### src/rtl/gem_sched_pkg.sv
// rtl/gem_sched_pkg.sv - shared widths, state encoding and slot record types for the GEM cluster scheduler
package gem_sched_pkg;

  localparam int NSLOTS   = 8;
  localparam int SLOTBITS = 3;
  localparam int ROLLBITS = 3;
  localparam int PADBITS  = 8;
  localparam int SIZEBITS = 3;
  localparam int WIREBITS = 6;
  localparam int HSBITS   = 8;

  localparam logic [ROLLBITS-1:0] ME1A_ROLL = 3'd7;

  typedef enum logic [1:0] {
    ST_IDLE  = 2'd0,
    ST_ISSUE = 2'd1,
    ST_DRAIN = 2'd2,
    ST_DONE  = 2'd3
  } sched_state_e;

  typedef struct packed {
    logic                vpf;
    logic [ROLLBITS-1:0] roll;
    logic [PADBITS-1:0]  pad;
    logic [SIZEBITS-1:0] size;
  } cluster_t;

  typedef struct packed {
    logic                vpf;
    logic                me1a;
    logic [WIREBITS-1:0] wire_lo;
    logic [WIREBITS-1:0] wire_hi;
    logic [HSBITS-1:0]   hs_lo;
    logic [HSBITS-1:0]   hs_hi;
  } result_t;

  // Invalid clusters produce an all-zero record regardless of what the lane returned.
  function automatic result_t make_result(
    input cluster_t            c,
    input logic [WIREBITS-1:0] wire_lo,
    input logic [WIREBITS-1:0] wire_hi,
    input logic [HSBITS-1:0]   me1b_lo,
    input logic [HSBITS-1:0]   me1b_hi,
    input logic [HSBITS-1:0]   me1a_lo,
    input logic [HSBITS-1:0]   me1a_hi
  );
    result_t r;
    r = '0;
    if (c.vpf) begin
      r.vpf     = 1'b1;
      r.me1a    = (c.roll == ME1A_ROLL);
      r.wire_lo = wire_lo;
      r.wire_hi = wire_hi;
      r.hs_lo   = r.me1a ? me1a_lo : me1b_lo;
      r.hs_hi   = r.me1a ? me1a_hi : me1b_hi;
    end
    return r;
  endfunction

endpackage

### src/rtl/gem_cluster_pick2.sv
// rtl/gem_cluster_pick2.sv - combinational pick of the two lowest set bits of a slot mask
module gem_cluster_pick2
  import gem_sched_pkg::*;
(
  input  logic [NSLOTS-1:0]   mask,
  output logic                pick0_valid,
  output logic [SLOTBITS-1:0] pick0_idx,
  output logic                pick1_valid,
  output logic [SLOTBITS-1:0] pick1_idx
);

  // Scanning downward, each hit pushes the previous best into pick1.
  always_comb begin
    pick0_valid = 1'b0;
    pick0_idx   = '0;
    pick1_valid = 1'b0;
    pick1_idx   = '0;
    for (int i = NSLOTS - 1; i >= 0; i--) begin
      if (mask[i]) begin
        pick1_valid = pick0_valid;
        pick1_idx   = pick0_idx;
        pick0_valid = 1'b1;
        pick0_idx   = SLOTBITS'(i);
      end
    end
  end

endmodule

### src/rtl/gem_cluster_xlate_sched.sv
// rtl/gem_cluster_xlate_sched.sv - sequences one frame of 8 GEM clusters through two translator lanes
// GEM_SCHED_SKIP_INVALID_EN: issue only valid slots instead of all eight in fixed pairs.
module gem_cluster_xlate_sched
  import gem_sched_pkg::*;
(
  input  logic                     clock,
  input  logic                     reset,
  input  logic                     frame_valid,
  input  logic [NSLOTS-1:0]        cl_vpf,
  input  logic [NSLOTS*ROLLBITS-1:0] cl_roll,
  input  logic [NSLOTS*PADBITS-1:0]  cl_pad,
  input  logic [NSLOTS*SIZEBITS-1:0] cl_size,
  output logic                     lane0_vpf,
  output logic [ROLLBITS-1:0]      lane0_roll,
  output logic [PADBITS-1:0]       lane0_pad,
  output logic [SIZEBITS-1:0]      lane0_size,
  output logic                     lane1_vpf,
  output logic [ROLLBITS-1:0]      lane1_roll,
  output logic [PADBITS-1:0]       lane1_pad,
  output logic [SIZEBITS-1:0]      lane1_size,
  input  logic [WIREBITS-1:0]      lane0_wire_lo,
  input  logic [WIREBITS-1:0]      lane0_wire_hi,
  input  logic [HSBITS-1:0]        lane0_me1bhs_lo,
  input  logic [HSBITS-1:0]        lane0_me1bhs_hi,
  input  logic [HSBITS-1:0]        lane0_me1ahs_lo,
  input  logic [HSBITS-1:0]        lane0_me1ahs_hi,
  input  logic [WIREBITS-1:0]      lane1_wire_lo,
  input  logic [WIREBITS-1:0]      lane1_wire_hi,
  input  logic [HSBITS-1:0]        lane1_me1bhs_lo,
  input  logic [HSBITS-1:0]        lane1_me1bhs_hi,
  input  logic [HSBITS-1:0]        lane1_me1ahs_lo,
  input  logic [HSBITS-1:0]        lane1_me1ahs_hi,
  output logic [NSLOTS-1:0]        res_vpf,
  output logic [NSLOTS-1:0]        res_me1a,
  output logic [NSLOTS*WIREBITS-1:0] res_wire_lo,
  output logic [NSLOTS*WIREBITS-1:0] res_wire_hi,
  output logic [NSLOTS*HSBITS-1:0]   res_hs_lo,
  output logic [NSLOTS*HSBITS-1:0]   res_hs_hi,
  output logic                     busy,
  output logic                     done,
  output logic                     frame_drop,
  output logic [7:0]               drop_count
);

  logic [1:0]          state;
  cluster_t            frame_q [NSLOTS];
  result_t             res_q   [NSLOTS];
  logic [NSLOTS-1:0]   pending;
  logic                tag0_v, tag1_v;
  logic [SLOTBITS-1:0] tag0_slot, tag1_slot;

  logic                p0_v, p1_v;
  logic [SLOTBITS-1:0] p0_idx, p1_idx;
  logic                issue0, issue1;
  cluster_t            lane0_c, lane1_c;
  logic [NSLOTS-1:0]   pick_mask, next_pending, accept_pending;
  result_t             cap0, cap1;

  gem_cluster_pick2 u_pick (
    .mask        (pending),
    .pick0_valid (p0_v),
    .pick0_idx   (p0_idx),
    .pick1_valid (p1_v),
    .pick1_idx   (p1_idx)
  );

`ifdef GEM_SCHED_SKIP_INVALID_EN
  assign accept_pending = cl_vpf;
`else
  assign accept_pending = '1;
`endif

  assign issue0 = (state == ST_ISSUE) && p0_v;
  assign issue1 = (state == ST_ISSUE) && p1_v;

  always_comb begin
    lane0_c   = issue0 ? frame_q[p0_idx] : '0;
    lane1_c   = issue1 ? frame_q[p1_idx] : '0;
    pick_mask = '0;
    if (issue0) pick_mask[p0_idx] = 1'b1;
    if (issue1) pick_mask[p1_idx] = 1'b1;
  end

  assign next_pending = pending & ~pick_mask;

  assign lane0_vpf  = lane0_c.vpf;
  assign lane0_roll = lane0_c.roll;
  assign lane0_pad  = lane0_c.pad;
  assign lane0_size = lane0_c.size;
  assign lane1_vpf  = lane1_c.vpf;
  assign lane1_roll = lane1_c.roll;
  assign lane1_pad  = lane1_c.pad;
  assign lane1_size = lane1_c.size;

  // Lane outputs in this cycle belong to the slots tagged on the previous issue.
  always_comb begin
    cap0 = make_result(frame_q[tag0_slot], lane0_wire_lo, lane0_wire_hi,
                       lane0_me1bhs_lo, lane0_me1bhs_hi, lane0_me1ahs_lo, lane0_me1ahs_hi);
    cap1 = make_result(frame_q[tag1_slot], lane1_wire_lo, lane1_wire_hi,
                       lane1_me1bhs_lo, lane1_me1bhs_hi, lane1_me1ahs_lo, lane1_me1ahs_hi);
  end

  always_ff @(posedge clock) begin
    if (reset) begin
      state      <= ST_IDLE;
      pending    <= '0;
      tag0_v     <= 1'b0;
      tag1_v     <= 1'b0;
      tag0_slot  <= '0;
      tag1_slot  <= '0;
      frame_drop <= 1'b0;
      drop_count <= '0;
      for (int i = 0; i < NSLOTS; i++) begin
        frame_q[i] <= '0;
        res_q[i]   <= '0;
      end
    end else begin
      frame_drop <= frame_valid && (state != ST_IDLE);
      if (frame_valid && (state != ST_IDLE) && (drop_count != 8'hFF))
        drop_count <= drop_count + 8'd1;
      tag0_v    <= issue0;
      tag1_v    <= issue1;
      tag0_slot <= p0_idx;
      tag1_slot <= p1_idx;
      if (tag0_v) res_q[tag0_slot] <= cap0;
      if (tag1_v) res_q[tag1_slot] <= cap1;
      case (state)
        ST_IDLE: begin
          if (frame_valid) begin
            for (int i = 0; i < NSLOTS; i++) begin
              frame_q[i] <= {cl_vpf[i], cl_roll[i*ROLLBITS +: ROLLBITS],
                             cl_pad[i*PADBITS +: PADBITS], cl_size[i*SIZEBITS +: SIZEBITS]};
              res_q[i]   <= '0;
            end
            pending <= accept_pending;
            state   <= (accept_pending == '0) ? ST_DONE : ST_ISSUE;
          end
        end
        ST_ISSUE: begin
          pending <= next_pending;
          if (next_pending == '0) state <= ST_DRAIN;
        end
        ST_DRAIN: state <= ST_DONE;
        default:  state <= ST_IDLE;
      endcase
    end
  end

  always_comb begin
    res_vpf     = '0;
    res_me1a    = '0;
    res_wire_lo = '0;
    res_wire_hi = '0;
    res_hs_lo   = '0;
    res_hs_hi   = '0;
    for (int i = 0; i < NSLOTS; i++) begin
      res_vpf[i]                         = res_q[i].vpf;
      res_me1a[i]                        = res_q[i].me1a;
      res_wire_lo[i*WIREBITS +: WIREBITS] = res_q[i].wire_lo;
      res_wire_hi[i*WIREBITS +: WIREBITS] = res_q[i].wire_hi;
      res_hs_lo[i*HSBITS +: HSBITS]       = res_q[i].hs_lo;
      res_hs_hi[i*HSBITS +: HSBITS]       = res_q[i].hs_hi;
    end
  end

  assign busy = (state != ST_IDLE);
  assign done = (state == ST_DONE);

endmodule

### config.mk
export PLATFORM = sky130hd
export DESIGN_NAME = gem_cluster_xlate_sched
export DESIGN_NICKNAME = d
export VERILOG_FILES = /design/src/rtl/gem_sched_pkg.sv /design/src/rtl/gem_cluster_pick2.sv /design/src/rtl/gem_cluster_xlate_sched.sv
export SDC_FILE = /design/constraint.sdc
export NUM_CORES = 1
export LEC_CHECK = 0
export ABC_AREA = 1
export ABC_CLOCK_PERIOD_IN_PS = 6300
export CAP_MARGIN = 20
export CELL_PAD_IN_SITES_DETAIL_PLACEMENT = 1
export CELL_PAD_IN_SITES_GLOBAL_PLACEMENT = 1
export CORE_MARGIN = 3
export CORE_UTILIZATION = 37
export DETAILED_ROUTE_END_ITERATION = 12
export PLACE_DENSITY = 0.8
export SETUP_SLACK_MARGIN = 0.02
export SLEW_MARGIN = 0
export SYNTH_ARGS = -nofsm -noshare
export SYNTH_HDL_FRONTEND = slang
export SYNTH_SLANG_ARGS = --single-unit
### constraint.sdc
create_clock -name clock -period 6.3 [get_ports clock]
set_clock_uncertainty 0.15 [all_clocks]
set_input_delay 0.63 -clock clock [delete_from_list [all_inputs] [get_ports clock]]
set_output_delay 0.63 -clock clock [all_outputs]
set_load 0.05 [all_outputs]
# == Word level (Yosys, flattened, before mapping) ==
# Memories as Yosys holds them, arrays and structs flattened. A register that Yosys moved wholly into a read port is not among the register bits.
# Index checks and enable logic that the tools add are counted.
# word_totals
reg_bits,27
mem_bits_rw,360
in_bits,211
wordCells,205
n_memories,2
# memory_table
memory,depth,word_bits,rd,rd_clocked_by_memory_dff,write_ports,line,text
res_q,8,30,8,0,8,gem_cluster_xlate_sched.sv:47,result_t res_q [NSLOTS];
frame_q,8,15,4,2,8,gem_cluster_xlate_sched.sv:46,cluster_t frame_q [NSLOTS];
# op_classes
add_sub_neg,1
n_lt_le_gt_ge,4
eq_ne,24
n_mux,85
bitwise,67
reduce_logical,14
# op_table
operator,n
$mux W30,12
$mux W15,10
$reduce_or A30 Y1,2
$mux W3,19
$mux W8,7
$eq A3 B3 Y1 const B,18
$and A1 B1 Y1,32
$mux W1,31
$not A1 Y1,16
$or A1 B1 Y1,16
$pmux W8 S2,1
$add A8 B1 Y8 const B,1
$and A8 B8 Y8,1
$logic_not A8 Y1,1
$lt A3 B4 Y1 const B,2
$ne A8 B8 Y1 const B,1
$not A8 Y8,1
$or A8 B8 Y8,1
$demux W1 S3,2
$ge A3 B1 Y1 const B,2
$logic_and A1 B1 Y1,6
$pmux W2 S3,1
$eq A2 B2 Y1 const B,2
$mux W2,2
other kinds (6),8

# == Logic depth before layout (Yosys ltp) ==
# Gate-level depths: netlist of the first run.
# depth
depth_word,20
mapped_depth,19
mapped_depth_nobuf,19

# == Cells and area by module ==
# A second synthesis of the first run with hierarchy kept.
# unflattened
cells_unflattened,2205
hier_area_um2,19571.3
# modules_own_cells
module,n_inst,cells_each,area_each_um2
gem_cluster_xlate_sched,1,2144,19301.0
gem_cluster_pick2,1,61,270.3

# == Worst setup path after synthesis of the first run ==
# Ideal clock, no wire load.
# synth_timing
kind,input to register
startpoint,input reset
endpoint,"memory res_q[4][0] (netlist bit), enable pin"
setup_ns,0.543
t_arrival_ns,4.767
required_ns,5.607
path_slack_ns,0.840
cell_stages,6
path_buffers,1
cell_sequence,clkbuf_1 > nor2_2 > inv_1 > nor2_1 > nand4_1 > nand3_1
# synth_lines
element,line,text
from (decl),gem_cluster_xlate_sched.sv:7,"input logic reset,"
to (decl),gem_cluster_xlate_sched.sv:47,

# == Worst setup path after layout of the first run ==
# layout_timing
startpoint,register pending[3]
endpoint,output lane1_size[1]
# layout_between
elab_chain_len,6
elab_cells_between_ends,17
# layout_rtl
element,line,text
from (decl),gem_cluster_xlate_sched.sv:48,logic [NSLOTS-1:0] pending;
from (signal assigned),gem_cluster_xlate_sched.sv:135,pending <= accept_pending;
from (signal assigned),gem_cluster_xlate_sched.sv:140,pending <= next_pending;
$mux W3 / $mux W1 (equally long branches) (4 in series),gem_cluster_pick2.sv:19,if (mask[i]) begin
$mem_v2 Z8 W15 / $logic_and A1 B1 Y1 (equally long branches),-,
$mux W15 *,gem_cluster_xlate_sched.sv:78,lane1_c = issue1 ? frame_q[p1_idx] : '0;
to (decl),gem_cluster_xlate_sched.sv:20,"output logic [SIZEBITS-1:0] lane1_size,"
# Mark *: on every way between the ends. The rest lies on a longest branch, timed or not.

==> qor.yml, run 1 <==
finalSetupTns_ns: 0
worst_slew_pin_slew_ns: 1.17
final_antenna_net_count: 0
setup_violations: 0
clk_latency_ns: 0.58
start_util_pct: 37.5
die_x_um: 226
firstDrtPassIters: 6
cap_violations: 0
syn2layout_area_growth_pct: 38.7
startpoint: "pending[3]$_SDFFE_PP0P_"
crit_chain: "nor2_1 -> nor2_1 -> nand2_1 -> nand2_1 -> nand2_1 -> nand3_1 -> buf_4 -> nand2_2 -> buf_4 -> a21oi_1 -> inv_1 -> nor4_1 -> clkdlybuf4s50_1"
syn_nets: 1927
grt_max_degree: 91
clock_sinks: 387
setup_ws_ns: 0.966
vias_per_cell: 5.87
clk_path_buf_depth: 3
slew_viol_final: 0
routed_wl_mm: 77.2
powerDensity_nw_per_um2: 509
grt_first_pass_wirelength_mm: 110
ff_latch_area_um2: 11400
synthCells: 1711
cpPeakStageDelay_ns: 0.91
power_leakage_nw: 9.54
cp_max_fo: 54
cp_common_cell: "nand2_1"
place_area_um2: 23500
design_area_um2: 24900
slew_headroom_pct: 21.3
grt_pass1_vias: 17200
avgSynthCellArea_um2: 10.5
drt_iter0_drc: 1690
worstHoldPathType: "flip-flop to flip-flop"
r2r-start: "tag0_slot[0]$_SDFF_PP0_"
multi_input_area_um2: 5390
fin_crit_sh_pct: 84.7
status: "finished, final reports clean"
min_period_ns: 5.33
fin_worst_hold_slack_ns: 0.363
grt.total_usage_pct: 28.8
antenna_found_initial: 6
grt_overflow_total: 0
rsz0062_at_grt: "no"
port_buffers: 491
yosys_warnings: 0
final_cell_mix: "490 x clkdlybuf4s50_1, 360 x edfxtp_1, 329 x o22ai_1"
finalNetCount: 2391
arrival_ns: 4.55
drcViolationCount: 0
crit_slowest_cell: "clkdlybuf4s50_1"
ir_drop_mv: 0.367
crit_type: "flip-flop to primary output"
synth_area_um2: 18000
core_area_um2: 47800
dp.final_hpwl_mm: 54.0
n_fill_cell: 5224
hold_violations: 0
chipHeight_um: 226
num_vias: 16600
tritoncts.num_buffers: 43
synth.distinct_cells: 40
num_io_pins: 492
htreeDepth: 2
cts_hold_buf: 0
dieArea_um2: 51200
cts_setup_buffers: 0
path_clk_slew_ns: 0.06
pre_cts_slack_ns: 1.70
layout_commonest_cell: "clkdlybuf4s50_1"
cts_resized: 0
synth-seq-cells: 387
cp-start-kind: "flip-flop"
min_from: "drop_count[0]$_SDFFE_PP0P_"
gp_congestion: 0.920
fmax_ghz: 0.187
rows: 80
required_ns: 5.52
cts_root_buffer: "clkbuf_16"
synth.yosys.seq_area_share_pct: 63.2
end_kind: "primary output"
drive_above_1_share_pct: 6.92
postLayoutCoreUtil_pct: 52.0
cts_tree: "done"
drt-wirelength-per-cell_um: 27.3
==> critical path: cells and delay by family, from the launching register on <==
kind | cells | cell delay, ns
buffers and inverters | 4 | 1.99
and+or+nand+nor | 8 | 1.24
DFF | 1 | 0.42
AOI/OAI and AO/OA | 1 | 0.25
==> power by group <==
group	switching [W]	total (W)	internal (W)	leakage [nW]
logic	0.00471	0.00650	0.00179	4.79
clock network	0.00108	0.00245	0.00138	0.660
registers	0.000300	0.00373	0.00343	4.09
total	0.00609	0.0127	0.00660	9.54
==> flip-flops by register name (all words and copies together), names as in the netlist <==
name        flops
frame_drop      1
state           2
res_q         240
tag1_v          1
drop_count      8
tag1_slot       3
tag0_v          1
tag0_slot       3
pending         8
frame_q       120
==> path summary, 6_finish.rpt <==
path	depth (start not counted)	slack, ns	endpoint
worst min-delay path	1	0.36	drop_count[0]$_SDFFE_PP0P_
worst max register to register	8	2.27	res_q[1][3]$_DFFE_PP_
worst min register to register	1	0.36	drop_count[0]$_SDFFE_PP0P_
worst max-delay path	13	0.97	lane1_size[1]
==> cell usage after synthesis, drive strengths merged <==
cell type | number | share of area (%)
inv | 211 | 4.4
buf | 22 | 0.62
clkbuf | 87 | 1.8
and3 | 2 | 0.070
ha | 5 | 0.35
o21ai | 54 | 2.2
o31ai | 15 | 0.63
or2 | 16 | 0.56
o221ai | 3 | 0.15
mux2 | 2 | 0.13
nand2 | 194 | 4.1
nor4 | 17 | 0.59
a21oi | 48 | 1.3
edfxtp | 360 | 60
nand3b | 3 | 0.13
clkinv | 1 | 0.021
dfxtp | 27 | 3.0
o21bai | 1 | 0.042
a2111oi | 1 | 0.15
nand4 | 12 | 0.42
nand3 | 56 | 1.6
nor3 | 8 | 0.29
o211ai | 5 | 0.21
o2111ai | 1 | 0.049
a211oi | 3 | 0.13
nor2 | 198 | 4.2
a221oi | 9 | 0.44
o22ai | 329 | 11
a22oi | 6 | 0.25
a31oi | 15 | 0.52
==> cell families (layout without fill, tap and decap cells) <==
logic type | Yosys count | after routing | share of synthesized area (%)
and+or+nand+nor | 506 | 506 | 11.9
AOI/OAI and AO/OA | 490 | 490 | 17.5
DFF | 387 | 387 | 63.2
buffers and inverters | 321 | 820 | 6.87
adders and majority gates | 5 | 5 | 0.348
muxes | 2 | 2 | 0.125
other | 0 | 6 | 0
==> through the flow <==
stage / cells / total power (W)
final: 2831 / 0.0127
after CTS: 2823 / 0.0126
after detailed placement: 2743 / 0.0102
after floorplan: 1711 / 0.00785
after global routing: 2831 / 0.0132
after global placement: 2743 / 0.00995
==> metal layers <==
layer  share of wire (%)  GRT usage, %
met1                  36          33.2
met2                  49          49.9
met3                 9.1          5.81
met4                 6.2          16.4
met5                   0             0
==> final cells by class <==
cell class	count	share of cell area [%]
well taps	615	3.09
clock inverters	26	0.900
flip-flops and latches	387	45.6
repair buffers	528	20.9
clock buffers	54	4.57
multi-input cells	1003	21.7
inverters	212	3.21
diodes	6	0.0603
Power figures use the tool's default switching activity.
==> run 2: changes to the inputs <==
- ABC_CLOCK_PERIOD_IN_PS: 6300 -> 4700
- CORE_UTILIZATION: 37 -> 34
- PLACE_DENSITY: 0.8 -> 0.78
- clock period: 6.3 -> 4.7 ns (I/O delays scaled with it)
==> qor.yml, run 2 (synthesized netlist as in run 1, its figures left out) <==
status: "finished, final reports clean"
syn2layout_area_growth_pct: 40.7
layout_commonest_cell: "clkdlybuf4s50_1"
dp_cells: 2822  # +2.9%
cts_root_buffer: "clkbuf_16"
fin_worst_hold_slack_ns: 0.368  # +0.00453 ns
setup_violations: 0  # unchanged
port_buffers: 491  # unchanged
crit_slowest_cell: "clkdlybuf4s50_1"
cap_violations: 0  # unchanged
start_util_pct: 34.6  # -2.9 points
num_vias: 16800  # +0.90%
final_cell_mix: "470 x clkdlybuf4s50_1, 360 x edfxtp_1, 329 x o22ai_1"
dp.final_hpwl_mm: 57.3  # +6.2%
grt.total_usage_pct: 27.5  # -1.3 points
htreeDepth: 2  # unchanged
worst_slew_pin_slew_ns: 1.05  # -0.119 ns
vias_per_cell: 5.78  # -1.6%
drive_above_1_share_pct: 7.84  # +0.92 points
rsz0062_at_grt: "yes"
slew_viol_final: 0  # unchanged
cts_setup_buffers: 0  # unchanged
clk_latency_ns: 0.57  # about the same
required_ns: 4.08  # -1.44 ns
grt_overflow_total: 0  # unchanged
die_x_um: 236  # +4.2%
slew_headroom_pct: 29.1  # +7.8 points
postLayoutCoreUtil_pct: 48.7  # -3.3 points
crit_type: "flip-flop to primary output"
chipHeight_um: 236  # +4.2%
cts_hold_buf: 0  # unchanged
cp_common_cell: "nand2_1"
arrival_ns: 3.83  # -0.72 ns
rows: 83  # +3.8%
fin_cells: 2902  # +2.5%
antenna_found_initial: 4  # -2
fin_crit_sh_pct: 94.7
largest_reg_flops: 240  # unchanged
num_io_pins: 492  # unchanged
power_frac_clock_pct: 18.9  # -0.5 points
firstDrtPassIters: 7  # +1
cpPeakStageDelay_ns: 0.90  # about the same
path_buf_inv: 3  # -1
switchingPower_w: 0.00832  # +37%
finalNetCount: 2404  # +0.54%
setup_ws_ns: 0.251  # -0.715 ns
power_leakage_nw: 9.76  # +2.3%
path_clk_slew_ns: 0.05  # about the same
hold_violations: 0  # unchanged
fmax_ghz: 0.225
core_area_um2: 51800  # +8.3%
cts_tree: "done"
pre_cts_slack_ns: 0.748  # -0.947 ns
grt_first_pass_wirelength_mm: 116  # +5.1%
drcViolationCount: 0  # unchanged
min_period_ns: 4.45
clk_path_buf_depth: 3  # unchanged
powerDensity_nw_per_um2: 691  # +36%
cp_max_fo: 15  # -72%
cts_resized: 0  # unchanged
crit_chain: "inv_1 -> nand2_1 -> nand2_1 -> nand2_1 -> nand2_1 -> nand2_1 -> nand2_1 -> nand2_1 -> inv_1 -> nand2_1 -> o31ai_2 -> clkdlybuf4s50_1"
worstHoldPathType: "flip-flop to flip-flop"
drt-wirelength-per-cell_um: 27.4  # +0.56%
dieArea_um2: 55600  # +8.6%
cp_top_family: "buffers and inverters"
final_antenna_net_count: 0  # unchanged
tritoncts.num_buffers: 43  # unchanged
p_sw_share_pct: 47.7  # -0.32 points
gp_congestion: 0.916  # -0.48%
p_seq_share_pct: 28.8  # -0.6 points
drt_iter0_drc: 1625  # -3.8%
cp-start-kind: "flip-flop"
largest-register: "res_q"
grt_max_degree: 91  # unchanged
grt_pass1_vias: 17200  # +0.31%
largestRegisters: "res_q: 240 flops, frame_q: 120 flops"
clock_sinks: 387  # unchanged
power.internal_w: 0.00914  # +39%
routed_wl_mm: 79.6  # +3.1%
ir_drop_mv: 0.468  # +27%
pwr-share-comb_pct: 52.3  # +1.1 points
end_kind: "primary output"
[run 2: changes by cell type in the layout (fill, tap and decap cells not counted), moves of 2 or more]
cell,previous run,this run
clkinv_2,10,2
clkinv_1,7,12
buf_12,0,17
clkdlybuf4s50_1,490,470
o31ai_2,0,2
diode_2,6,3
clkbuf_1,9,11
o31ai_1,15,13
buf_4,36,47
dlymetal6s2s_1,0,5
[run 2: layout make-up]
type,count,area (µm²)
Fill cell,5599,26600
Sequential cell,387,11400
Timing Repair Buffer,541,5490
Multi-Input combinational cell,1003,5410
Clock buffer,56,1140
Tap cell,680,851
Inverter,212,803
Clock inverter,20,201
Antenna cell,3,7.51
[run 2: metrics by stage]
step,total power (W),TNS [ns],cell area [µm²]
after floorplan,0.0105,-6.28,18000
after global placement,0.0138,0,23900
after detailed placement,0.0140,0,23900
after CTS,0.0174,0,25200
after global routing,0.0182,0,25300
final,0.0175,0,25300
[run 2: tightest hold or removal path: stages (launching register included)]
cell     delay [ns]
dfxtp_1        0.33
inv_1          0.08
a21oi_1        0.06
[run 2: power groups by stage]
stage | Clock (W) | Combinational [W] | Sequential, W
3_5_place_dp | 0 | 0.00894 | 0.00510
3_3_place_gp | 0 | 0.00869 | 0.00507
2_1_floorplan | 0 | 0.00429 | 0.00623
6_report | 0.00330 | 0.00913 | 0.00504
4_1_cts | 0.00333 | 0.00901 | 0.00503
5_1_grt | 0.00348 | 0.00962 | 0.00509
[run 2: per-layer routing]
layer	wire (µm)	track usage, %	up-vias
li1	-	-	7245
met1	29200	32.2	8379
met2	40000	49.0	950
met3	6180	5.40	206
met4	4210	12.1	0
met5	0	0	-
[run 2: path summary, 6_finish.rpt]
path | end | cells past startpoint | from | slack (ns)
setup / recovery | lane0_roll[2] | 12 | pending[6]$_SDFFE_PP0P_ | 0.25
hold / removal | drop_count[4]$_SDFFE_PP0P_ | 2 | drop_count[4]$_SDFFE_PP0P_ | 0.37
setup reg to reg | res_q[3][6]$_DFFE_PP_ | 10 | tag1_slot[1]$_SDFF_PP0_ | 0.88
hold reg to reg | drop_count[4]$_SDFFE_PP0P_ | 2 | drop_count[4]$_SDFFE_PP0P_ | 0.37
==> run 3: changes to the inputs <==
- HOLD_SLACK_MARGIN: not set -> 0.05
==> results of run 3 <==
Same layout as run 2: the final DEF is identical, and so are final timing and power.
==> patch 1, RTL diff (config.mk and constraints of run 1) <==
Add an input register stage for `lane1_me1bhs_lo`, with the module's reset; this delays it by one clock. The other inputs are not delayed to match.
--- a/src/rtl/gem_cluster_xlate_sched.sv
+++ b/src/rtl/gem_cluster_xlate_sched.sv
@@ -41,6 +41,16 @@
   output logic                     frame_drop,
   output logic [7:0]               drop_count
 );
+
+  logic [HSBITS-1:0] lane1_me1bhs_lo_q;
+
+  always_ff @(posedge clock) begin
+    if (reset) begin
+      lane1_me1bhs_lo_q <= '0;
+    end else begin
+      lane1_me1bhs_lo_q <= lane1_me1bhs_lo;
+    end
+  end
 
   logic [1:0]          state;
   cluster_t            frame_q [NSLOTS];
@@ -97,7 +107,7 @@
     cap0 = make_result(frame_q[tag0_slot], lane0_wire_lo, lane0_wire_hi,
                        lane0_me1bhs_lo, lane0_me1bhs_hi, lane0_me1ahs_lo, lane0_me1ahs_hi);
     cap1 = make_result(frame_q[tag1_slot], lane1_wire_lo, lane1_wire_hi,
-                       lane1_me1bhs_lo, lane1_me1bhs_hi, lane1_me1ahs_lo, lane1_me1ahs_hi);
+                       lane1_me1bhs_lo_q, lane1_me1bhs_hi, lane1_me1ahs_lo, lane1_me1ahs_hi);
   end
 
   always_ff @(posedge clock) begin
Behaviour: not the same (a bounded check fails within 4 cycles, from zero or initial values and one cycle with reset high).
==> patch 1 against run 1 <==
  * Via count grew 1.2%
  * Sequential cell count grew 8
  * Non-clock buffer count shrank 1
  * Setup slack gained 0.17 ns
  * Design area grew 1.5%
  * Total power grew 1.9%
  * Routed wire length grew 2.2%
  * Area after synthesis grew 1.5%
  * Critical path type unchanged
==> patch 1: results <==
set metrics [dict create \
    dp.cells 2810 \
    r2r_start "tag1_slot[1]$_SDFF_PP0_" \
    yosysUniqueCellTypes 38 \
    power.leakage_nw 9.71 \
    crit_family "simple AND/OR/NAND/NOR gates" \
    use_met1_pct 33.6 \
    layout.nets 2417 \
    grt_pass1_vias 17060 \
    holdWs_ns 0.400 \
    syn_inst 1741 \
    grt_use_met3_pct 5.58 \
    drt-met1-wl_mm 28.5 \
    drt_iter0_drc 1737 \
    synth_nets 1957 \
    ff2ff_setup_slack_ns 2.16 \
    fmax_ghz 0.194 \
    track_usage_pct 28.8 \
    holdPathStages 2 \
    critPathLaunch "pending[0]$_SDFFE_PP0P_" \
    dr.pass1.iters 5 \
    antenna_found_initial 3 \
    vdd_drop_max_v 0.000404 \
    synthTopCellsByCount "edfxtp_1, o22ai_1, inv_1" \
    wl_met2_mm 39.2 \
    drive_above_1_share_pct 6.36 \
    arrival_ns 4.38 \
    synth_area_leaders "edfxtp_1, o22ai_1, inv_1, nor2_1, dfxtp_1" \
    gp_congestion 0.918 \
    status "finished clean" \
    routed_wl_mm 78.9 \
]
==> patch 1: changes by cell type in the layout (fill, tap and decap cells not counted), sizes merged, moves of 5 or more <==
| cell | run 1 | this run |
|---|---|---|
| a211oi | 3 | 12 |
| a21oi | 48 | 58 |
| a31oi | 15 | 0 |
| clkbuf | 54 | 49 |
| dfxtp | 27 | 35 |
| inv | 213 | 252 |
| nand2 | 194 | 186 |
| nand3 | 56 | 23 |
| nor3 | 8 | 17 |
| o211ai | 5 | 11 |
| o21ai | 54 | 63 |
| o31ai | 15 | 0 |
| o41ai | 0 | 15 |
==> patch 1: cells by family after synthesis <==
| kind of cell | Yosys count | synth area share [%] |
|---|---|---|
| simple gates | 471 | 10.7 |
| flops | 395 | 63.1 |
| compound gates | 508 | 18.0 |
| xor+xnor | 1 | 0.0481 |
| fa+ha+maj | 5 | 0.343 |
| buf+inv | 361 | 7.71 |
==> patch 1: final cells by class <==
cell class | count | area (um2) | share of cell area (%)
Antenna cell | 3 | 7.51 | 0.0297
Clock buffer | 49 | 1090 | 4.30
Clock inverter | 27 | 327 | 1.29
Inverter | 250 | 941 | 3.72
Multi-Input combinational cell | 985 | 5340 | 21.1
Sequential cell | 395 | 11500 | 45.6
Tap cell | 656 | 821 | 3.25
Timing Repair Buffer | 527 | 5240 | 20.7
==> patch 1: power by group through the flow <==
| stage | Sequential (mW) | Combinational [mW] | Clock, mW |
|---|---|---|---|
| detailed placement | 3.86 | 6.35 | 0 |
| global route | 3.84 | 6.86 | 2.73 |
| CTS | 3.81 | 6.38 | 2.62 |
| finish | 3.81 | 6.52 | 2.60 |
| floorplan | 4.71 | 3.21 | 0 |
| global placement | 3.82 | 6.20 | 0 |
==> patch 2, RTL diff (flow settings as in run 1) <==
Made on the original files. `SLOTBITS`: 3 -> 5.
--- a/src/rtl/gem_sched_pkg.sv
+++ b/src/rtl/gem_sched_pkg.sv
@@ -2,7 +2,7 @@
 package gem_sched_pkg;
 
   localparam int NSLOTS   = 8;
-  localparam int SLOTBITS = 3;
+  localparam int SLOTBITS = 5;
   localparam int ROLLBITS = 3;
   localparam int PADBITS  = 8;
   localparam int SIZEBITS = 3;
Function: same outputs for any inputs over 4 cycles, from zero or initial values and one cycle with reset high; that may be too few to reach the edited logic, so the function may still have changed.
==> patch 2 against run 1 <==
  * Combinational power fell by 3%
  * Design area rose by 0.24%
  * Setup slack got worse by 0.48 ns
  * Area after synthesis is 0.15% lower
  * Sequential cell count did not move
  * Largest power group unchanged
  * Utilization rose by 0.13 points
  * Count of clock-buffer cells in the layout increased by 9
  * Sequential share of layout area down 0.11 points
  * Total power down 0.17%
  * Routed wire length grew 3.3%
  * Hold slack got worse by 0.0075 ns
==> patch 2: results <==
set metrics [dict create \
    power.leakage_nw 9.52 \
    crit_family "simple AND/OR/NAND/NOR gates" \
    synth_area_leaders "edfxtp_1, o22ai_1, inv_1, nor2_1, nand2_1" \
    cts.path.max_buffers 3 \
    yosysUniqueCellTypes 41 \
    worstPathMaxFanout 49 \
    status "finished clean" \
    grt_pass1_wl_mm 113 \
    dp.cells 2731 \
    synthTopCellsByCount "edfxtp_1, o22ai_1, inv_1" \
    ff2ff_setup_slack_ns 2.35 \
    hold_path_class "reg2reg" \
    switchingPower_mw 6.04 \
    antenna_left 0 \
    slowest_delay_ns 0.92 \
    synth_warnings 0 \
    arrival_ns 5.04 \
    place_ws_ns 1.15 \
    clkSlewWorstSetupHoldPaths_ns 0.06 \
    timing.rr.end "state[0]$_SDFFE_PP0P_" \
    instances_no_fill 2824 \
    top_regs "res_q: 240 flops, frame_q: 120 flops" \
    drt-wirelength-per-cell_um 28.2 \
    numCtsBuffers 44 \
    clock_latency_ns 0.61 \
    synth.avg_cell_area_um2 10.5 \
    gp_congestion 0.937 \
    antenna_found_initial 7 \
    critical-path-slowest-cell "clkdlybuf4s50_1" \
    drive_above_1_share_pct 6.49 \
    worstRegToRegCells 17 \
    track_usage_pct 30.1 \
    viasPerCell 5.90 \
    cts.htree.levels 2 \
    ys_async_sr_fraction_pct 0 \
    postCtsResizedCells 0 \
    drt_iter0_drc 1746 \
    seq_area_frac_synth_pct 63.3 \
    layout_setup_ws_ns 0.485 \
    holdWs_ns 0.356 \
    dr.pass1.iters 5 \
    place_area_um2 23400 \
    hpwl_mm 56.3 \
    vdd_drop_max_v 0.000490 \
    grt_start_max_net_pins 75 \
    layout.nets 2383 \
    worst_slew_pin_slew_ns 1.15 \
    grt_pass1_vias 17213 \
    synth_nets 1919 \
]
[patch 2: changes by cell type in the layout (fill, tap and decap cells not counted), sizes merged, moves of 5 or more]
cell,change
a211oi,+10
o21ai,-5
o211ai,+18
clkbuf,+9
a21oi,-11
inv,+15
nor4,-5
nand3,-7
nand2,-9
a31oi,-11
[patch 2: worst max-delay path by stage]
| stage | depth (start not counted) | end |
|---|---|---|
| floorplan | 5 | res_q[3][0]$_DFFE_PP_ |
| global placement | 13 | lane1_pad[4] |
| detailed placement | 13 | lane1_pad[4] |
| CTS | 13 | lane1_pad[4] |
| global route | 13 | lane1_pad[4] |
| finish | 13 | lane1_pad[4] |
[patch 2: final cells by class]
type                       count  area (um2)
timing repair buffer         524        5240
inverter                     230         866
clock inverter                18         248
multi-input combinational    980        5290
sequential                   387       11400
clock buffer                  63        1170
antenna                        7        17.5
fill                        5188       22900
tap                          615         769
[patch 2: logic make-up after synthesis]
family                   after synthesis  synth area share [%]
AO/OA/AOI/OAI                        489                  17.4
AND/OR/NAND/NOR                      482                  11.3
flip-flops                           387                  63.3
buffers and inverters                336                  7.36
adder cells (fa/ha/maj)                5                 0.349
multiplexers                           4                 0.244
[patch 2: power by group through the flow]
stage / registers [mW] / logic (mW) / clock network, mW
after CTS: 3.77 / 6.23 / 2.60
after detailed placement: 3.82 / 6.19 / 0
after floorplan: 4.63 / 3.10 / 0
after global placement: 3.80 / 6.07 / 0
final: 3.77 / 6.31 / 2.57
after global routing: 3.80 / 6.66 / 2.70
[patch 2: per-layer routing]
layer / up-vias / global-route usage [%] / routed length, um
met2: 999 / 53.2 / 39800
li1: 7167 / - / -
met3: 254 / 6.76 / 7310
met1: 8229 / 33.5 / 27700
met5: - / 0 / 11
met4: 2 / 16.8 / 4910
